--- src/rtl/fifo_pkg.sv ---
// Shared definitions for the parametrised sync FIFO family: count-width helper
// and the aggregated error-status word that parent blocks collect.
package fifo_pkg;

  function automatic int fifo_cnt_w(input int depth);
    return $clog2(depth + 1);
  endfunction

  typedef struct packed {
    logic overflow;
    logic underflow;
  } fifo_err_t;

endpackage

--- src/rtl/fifo_wrap_ptr.sv ---
// Modulo-DEPTH pointer. It wraps explicitly at DEPTH-1, so any depth works,
// including depths that are not a power of two.
module fifo_wrap_ptr #(
  parameter int  DEPTH = 8,
  localparam int PW    = $clog2(DEPTH)
) (
  input  logic          clk,
  input  logic          rst,
  input  logic          clr,
  input  logic          inc,
  output logic [PW-1:0] ptr
);

  logic [PW-1:0] ptr_d;
  logic [PW-1:0] ptr_q;

  // next-pointer select: clear dominates, then wrap-or-increment
  always_comb begin
    ptr_d = ptr_q;
    if (clr) begin
      ptr_d = '0;
    end else if (inc) begin
      if (ptr_q == PW'(DEPTH - 1)) begin
        ptr_d = '0;
      end else begin
        ptr_d = ptr_q + PW'(1);
      end
    end else begin
      ptr_d = ptr_q;
    end
  end

  always_ff @(posedge clk or posedge rst) begin
    if (rst) begin
      ptr_q <= '0;
    end else begin
      ptr_q <= ptr_d;
    end
  end

  assign ptr = ptr_q;

endmodule

--- src/rtl/param_sync_fifo.sv ---
// Single-clock FIFO: any DEPTH >= 2, FWFT or registered-read output, occupancy
// count, almost-full/empty thresholds, flush and sticky error flags.
module param_sync_fifo
  import fifo_pkg::*;
#(
  parameter int  DEPTH     = 8,
  parameter type DTYPE     = int,
  parameter int  FWFT      = 0,
  parameter int  AF_THRESH = 6,
  parameter int  AE_THRESH = 1,
  localparam int CW        = fifo_cnt_w(DEPTH)
) (
  input  logic          clk,
  input  logic          rst,
  input  logic          flush,
  input  logic          fifo_wreq,
  input  DTYPE          din,
  input  logic          fifo_rreq,
  output DTYPE          dout,
  output logic          dout_valid,
  output logic          empty,
  output logic          full,
  output logic          almost_empty,
  output logic          almost_full,
  output logic [CW-1:0] count,
  output logic          overflow,
  output logic          underflow,
  input  logic          err_clr
);

  localparam int PW = $clog2(DEPTH);

  logic [PW-1:0] wptr;
  logic [PW-1:0] rptr;
  logic          wr_ok;
  logic          rd_ok;

  logic [CW-1:0] count_d, count_q;
  logic          empty_d, empty_q;
  logic          full_d, full_q;
  logic          ae_d, ae_q;
  logic          af_d, af_q;
  fifo_err_t     err_d, err_q;

  DTYPE mem [DEPTH];

  assign wr_ok = fifo_wreq && !full_q && !flush;
  assign rd_ok = fifo_rreq && !empty_q && !flush;

  fifo_wrap_ptr #(.DEPTH(DEPTH)) u_wptr (
    .clk (clk),
    .rst (rst),
    .clr (flush),
    .inc (wr_ok),
    .ptr (wptr)
  );

  fifo_wrap_ptr #(.DEPTH(DEPTH)) u_rptr (
    .clk (clk),
    .rst (rst),
    .clr (flush),
    .inc (rd_ok),
    .ptr (rptr)
  );

  // occupancy, status decode from next count, and sticky errors (set beats clear)
  always_comb begin
    count_d = count_q;
    if (flush) begin
      count_d = '0;
    end else begin
      case ({wr_ok, rd_ok})
        2'b10:   count_d = count_q + CW'(1);
        2'b01:   count_d = count_q - CW'(1);
        default: count_d = count_q;
      endcase
    end

    empty_d = (count_d == '0);
    full_d  = (count_d == CW'(DEPTH));
    ae_d    = (count_d <= CW'(AE_THRESH));
    af_d    = (count_d >= CW'(AF_THRESH));

    err_d = err_q;
    if (fifo_wreq && full_q && !flush) begin
      err_d.overflow = 1'b1;
    end else if (err_clr) begin
      err_d.overflow = 1'b0;
    end else begin
      err_d.overflow = err_q.overflow;
    end
    if (fifo_rreq && empty_q && !flush) begin
      err_d.underflow = 1'b1;
    end else if (err_clr) begin
      err_d.underflow = 1'b0;
    end else begin
      err_d.underflow = err_q.underflow;
    end
  end

  always_ff @(posedge clk or posedge rst) begin
    if (rst) begin
      count_q <= '0;
      empty_q <= 1'b1;
      full_q  <= 1'b0;
      ae_q    <= 1'b1;
      af_q    <= (AF_THRESH == 0);
      err_q   <= '0;
    end else begin
      count_q <= count_d;
      empty_q <= empty_d;
      full_q  <= full_d;
      ae_q    <= ae_d;
      af_q    <= af_d;
      err_q   <= err_d;
    end
  end

  // storage array, deliberately not reset
  always_ff @(posedge clk) begin
    if (wr_ok) begin
      mem[wptr] <= din;
    end
  end

  generate
    if (FWFT != 0) begin : g_fwft
      assign dout       = empty_q ? '0 : mem[rptr];
      assign dout_valid = !empty_q;
    end else begin : g_reg
      DTYPE dout_d, dout_q;
      logic dv_d, dv_q;

      // registered read: capture head on a pop, hold otherwise
      always_comb begin
        if (rd_ok) begin
          dout_d = mem[rptr];
        end else begin
          dout_d = dout_q;
        end
        dv_d = rd_ok;
      end

      always_ff @(posedge clk or posedge rst) begin
        if (rst) begin
          dout_q <= '0;
          dv_q   <= 1'b0;
        end else begin
          dout_q <= dout_d;
          dv_q   <= dv_d;
        end
      end

      assign dout       = dout_q;
      assign dout_valid = dv_q;
    end
  endgenerate

  assign count        = count_q;
  assign empty        = empty_q;
  assign full         = full_q;
  assign almost_empty = ae_q;
  assign almost_full  = af_q;
  assign overflow     = err_q.overflow;
  assign underflow    = err_q.underflow;

endmodule

--- config.mk ---
export PLATFORM = sky130hd
export DESIGN_NAME = param_sync_fifo
export DESIGN_NICKNAME = d
export VERILOG_FILES = /design/src/rtl/fifo_pkg.sv /design/src/rtl/fifo_wrap_ptr.sv /design/src/rtl/param_sync_fifo.sv
export SDC_FILE = /design/constraint.sdc
export NUM_CORES = 1
export LEC_CHECK = 0
export CORE_ASPECT_RATIO = 1.75
export CORE_MARGIN = 10
export CORE_UTILIZATION = 53
export CTS_BUF_LIST = sky130_fd_sc_hd__clkbuf_8 sky130_fd_sc_hd__clkbuf_16
export DETAILED_ROUTE_END_ITERATION = 6
export PLACE_DENSITY_LB_ADDON = 0.08
export SLEW_MARGIN = 15
export SYNTH_ARGS = -nofsm -noshare
export SYNTH_HDL_FRONTEND = slang
export SYNTH_SLANG_ARGS = --single-unit
export TNS_END_PERCENT = 5
--- constraint.sdc ---
create_clock -name clk -period 3.6 [get_ports clk]
set_input_delay 0.72 -clock clk [delete_from_list [all_inputs] [get_ports clk]]
set_output_delay 0.72 -clock clk [all_outputs]
set_load 0.01 [all_outputs]
==> flow_summary_export.csv <==
group,metric,value,unit
logic_synthesis,syn-instance-count,583,
clocking,hold_buffers,0,
logic_synthesis,synth_top_flop_cell,"edfxtp_1",
timing,post-route-worst-setup-slack,0.5752,ns
finish,area_delta_synth_final,19.67,%
logic_synthesis,synth_area_leader_cell,"edfxtp_1",
finish,diodes,0,
place,dp_cells,947,
die,die_area,28520,µm²
logic_synthesis,ys.warnings.count,0,
clocking,cts_tree,"done",
routing,drt_wl_total,23.05,mm
setup_path,cp_max_fo,4,
routing,drt_iter0_markers,416,
pwr,leakagePower,4.607,nW
routing,final_antenna_net_count,0,
finish,layout.cells.non_filler,996,
logic_synthesis,synth_commonest_cells,"edfxtp_1, mux4_2, dfrtp_1, nand2_1, mux2i_1",
logic_synthesis,syn_nets,627,
setup_path,endpoint_kind,"flop",
setup_path,worstPathCellList,"clkdlybuf4s50_1 > or3b_2 > inv_1 > nand2_1 > xnor2_1 > ha_1 > a21o_1 > or4_4 > and3_4 > o21a_1 > a21o_1",
timing,finalCritPeriodShare,0.8402,
clocking,cts_sinks,305,
setup_path,cp_slowest_stage_delay,0.51,ns
setup_path,critPathRequiredTime,4.02,ns
timing,clock.fmax,330.6,MHz
clocking,cts-root-buf,"clkbuf_16",
finish,finalNetCount,728,
die,die_h,216.0,µm
routing,drc,0,
place,io_buffers,80,
finish,layout-drive-gt1-share,0.2088,
place,dpl.hpwl,14.17,mm
setup_path,path_class,"input pin to flop",
timing,finClkSkew,0.01251,ns
logic_synthesis,yosysUniqueCellTypes,36,
timing,slew_headroom,0.3670,
timing,setup_viol,0,
clocking,cts_max_level,1,
logic_synthesis,ys_seq_area_frac,0.7660,
logic_synthesis,synth.most_common_cell,"edfxtp_1",
routing,via_per_inst,5.623,
timing,period_needed,3.025,ns
setup_path,critical_path_buf_inv_count,2,
routing,detail_route.wl_per_cell,23.14,µm
clocking,cts_setup_buffers,0,
pwr,power.total,0.007962,W
die,rows,71,
clocking,clk_latency,0.53,ns
timing,slew_violations,0,
setup_path,crit_slowest_cell,"clkdlybuf4s50_1",
logic_synthesis,async_flop_share,0.1607,
place,place.gp.congestion,0.8167,
logic_synthesis,synth-edff-count,256,
global_route,grt_pass1_wl,36.36,mm
clocking,cts_inserted_buffers,27,
logic_synthesis,synthesis.area,11640,µm²
pwr,power_density,571.6,nW/µm²
worst_hold_path,hold_path.class,"flop to flop",
timing,rsz0062_at_grt,"false",
global_route,grt_pass1_vias,6186,
die,start_util,0.5392,
status,status,"finished clean",
routing,dr_total_vias,5601,
clocking,cts_resized,0,
global_route,grt-ovfl-total,0,
routing,first_pass_iters,4,
global_route,grtUsageTotal,0.1643,
timing,hold_viol_final,0,
place,post-place-ws,0.07713,ns
logic_synthesis,ys_ff_latch,305,
die,core,21590,µm²
setup_path,cp_top_family,"simple AND/OR/NAND/NOR gates",
clocking,cts.clk_slew.worst_paths,0.07,ns
job,drv_cap,0,
global_route,grt_start_max_net_pins,56,
global_route,antenna_found_initial,0,
logic_synthesis,synth_top_area_share,0.6604,
die,io_pins,81,
logic_synthesis,synth_area_per_cell,19.97,µm²
setup_path,arrival,3.44,ns
pwr,irDropWorstVdd,638.0,µV
clocking,cts_buffer_depth,3,
die,die_w,132.0,µm
timing,tightest_slew,0.9495,ns
setup_path,cpMostUsedCell,"a21o_1",
setup_path,startpoint_type,"input pin",
logic_synthesis,ys_top_cells_by_area,"edfxtp_1, mux4_2, dfrtp_1, mux2i_1, o21ai_0",
per-stage QoR:
stage	instance area [µm²]	setup TNS (ns)	hold WS, ns	util
after global placement	13030	0	0.4636	0.6037
after detailed placement	13030	0	0.4730	0.6037
final	13930	0	0.4818	0.6453
after floorplan	11640	-7.257	0.5162	-
after CTS	13930	0	0.4897	0.6453
after global routing	13930	0	0.5215	0.6453
sequential cells by signal (all words and copies together), names as in the netlist, 3 cells and up:
signal      cells
u_wptr.ptr      3
u_rptr.ptr      3
mem           256
dout           32
count           4
final cells by class:
class / instances / area (µm²)
Sequential cell: 305 / 8922
Fill cell: 1523 / 7657
Multi-Input combinational cell: 240 / 2635
Timing Repair Buffer: 102 / 1079
Clock buffer: 30 / 716.9
Tap cell: 292 / 365.4
Clock inverter: 19 / 181.4
Inverter: 8 / 30.03
layer usage:
| metal | track usage | wire (µm) | share of wire | vias to the layer above |
|---|---|---|---|---|
| met3 | 0.02744 | 991 | 0.043 | 27 |
| met4 | 0.04542 | 350 | 0.015 | 0 |
| li1 | - | - | - | 2530 |
| met5 | 0 | 0 | 0 | - |
| met2 | 0.3049 | 12890 | 0.56 | 115 |
| met1 | 0.1901 | 8817 | 0.38 | 2929 |
where the power goes:
part	switching [W]	internal, W
logic	0.000412	0.000504
clock network	0.00122	0.00165
registers	0.000136	0.00404
total	0.00177	0.00620
layout by cell type, fill, tap and decap left out, types with 2 or more instances in the layout:
cell               n
nand2b_1           5
a32o_1             2
o21ai_0           33
buf_4             13
nor3_1             4
clkinv_2           6
mux4_2            64
bufinv_16          3
a211oi_1           2
clkbuf_8           3
nor2b_1            2
xnor2_1            2
mux2i_1           34
a2111oi_0          2
clkdlybuf4s50_1   80
clkbuf_16         27
a21o_1             2
nand2_1           41
clkinvlp_4         3
dfstp_2            2
edfxtp_1         256
nor2_1             7
a21oi_1            7
ha_1               6
nor3_2             2
nor3b_1            2
dfrtp_2            2
dfrtp_1           44
nand4_1            2
o211ai_1           2
o21a_1             2
inv_1             13
buf_12             9
nor2_4             6
kinds of logic (layout without fill, tap and decap cells):
kind of cell | count (synthesis) | after routing | share of synthesized area
muxes | 98 | 98 | 0.1531
AOI/OAI and AO/OA | 55 | 55 | 0.02784
and+or+nand+nor | 78 | 78 | 0.03150
adders and majority gates | 6 | 6 | 0.006449
buffers and inverters | 38 | 159 | 0.01290
xor gates and xnor gates | 3 | 3 | 0.002258
DFF | 305 | 305 | 0.7660
worst register-to-register path, stage by stage, from the launching register on:
cell and delay [ns]:
dfstp_2 0.39, or3b_2 0.49, inv_1 0.10, nand2_1 0.09, xnor2_1 0.14, ha_1 0.19
a21o_1 0.17, or4_4 0.42, and3_4 0.20, o21a_1 0.21, a21o_1 0.18
worst paths after layout:
check / endpoint / from / cells past startpoint / slack, ns
min: dout[29] / dout[29] / 2 / 0.48
max: almost_full / fifo_rreq / 11 / 0.58
min reg2reg: dout[29] / dout[29] / 2 / 0.48
max in group asynchronous: dout[12] / rst / 3 / 2.37
max reg2reg: almost_full / empty / 10 / 0.91
min in group asynchronous: count[3] / rst / 2 / 0.64
(Power assumes the default switching activity.)
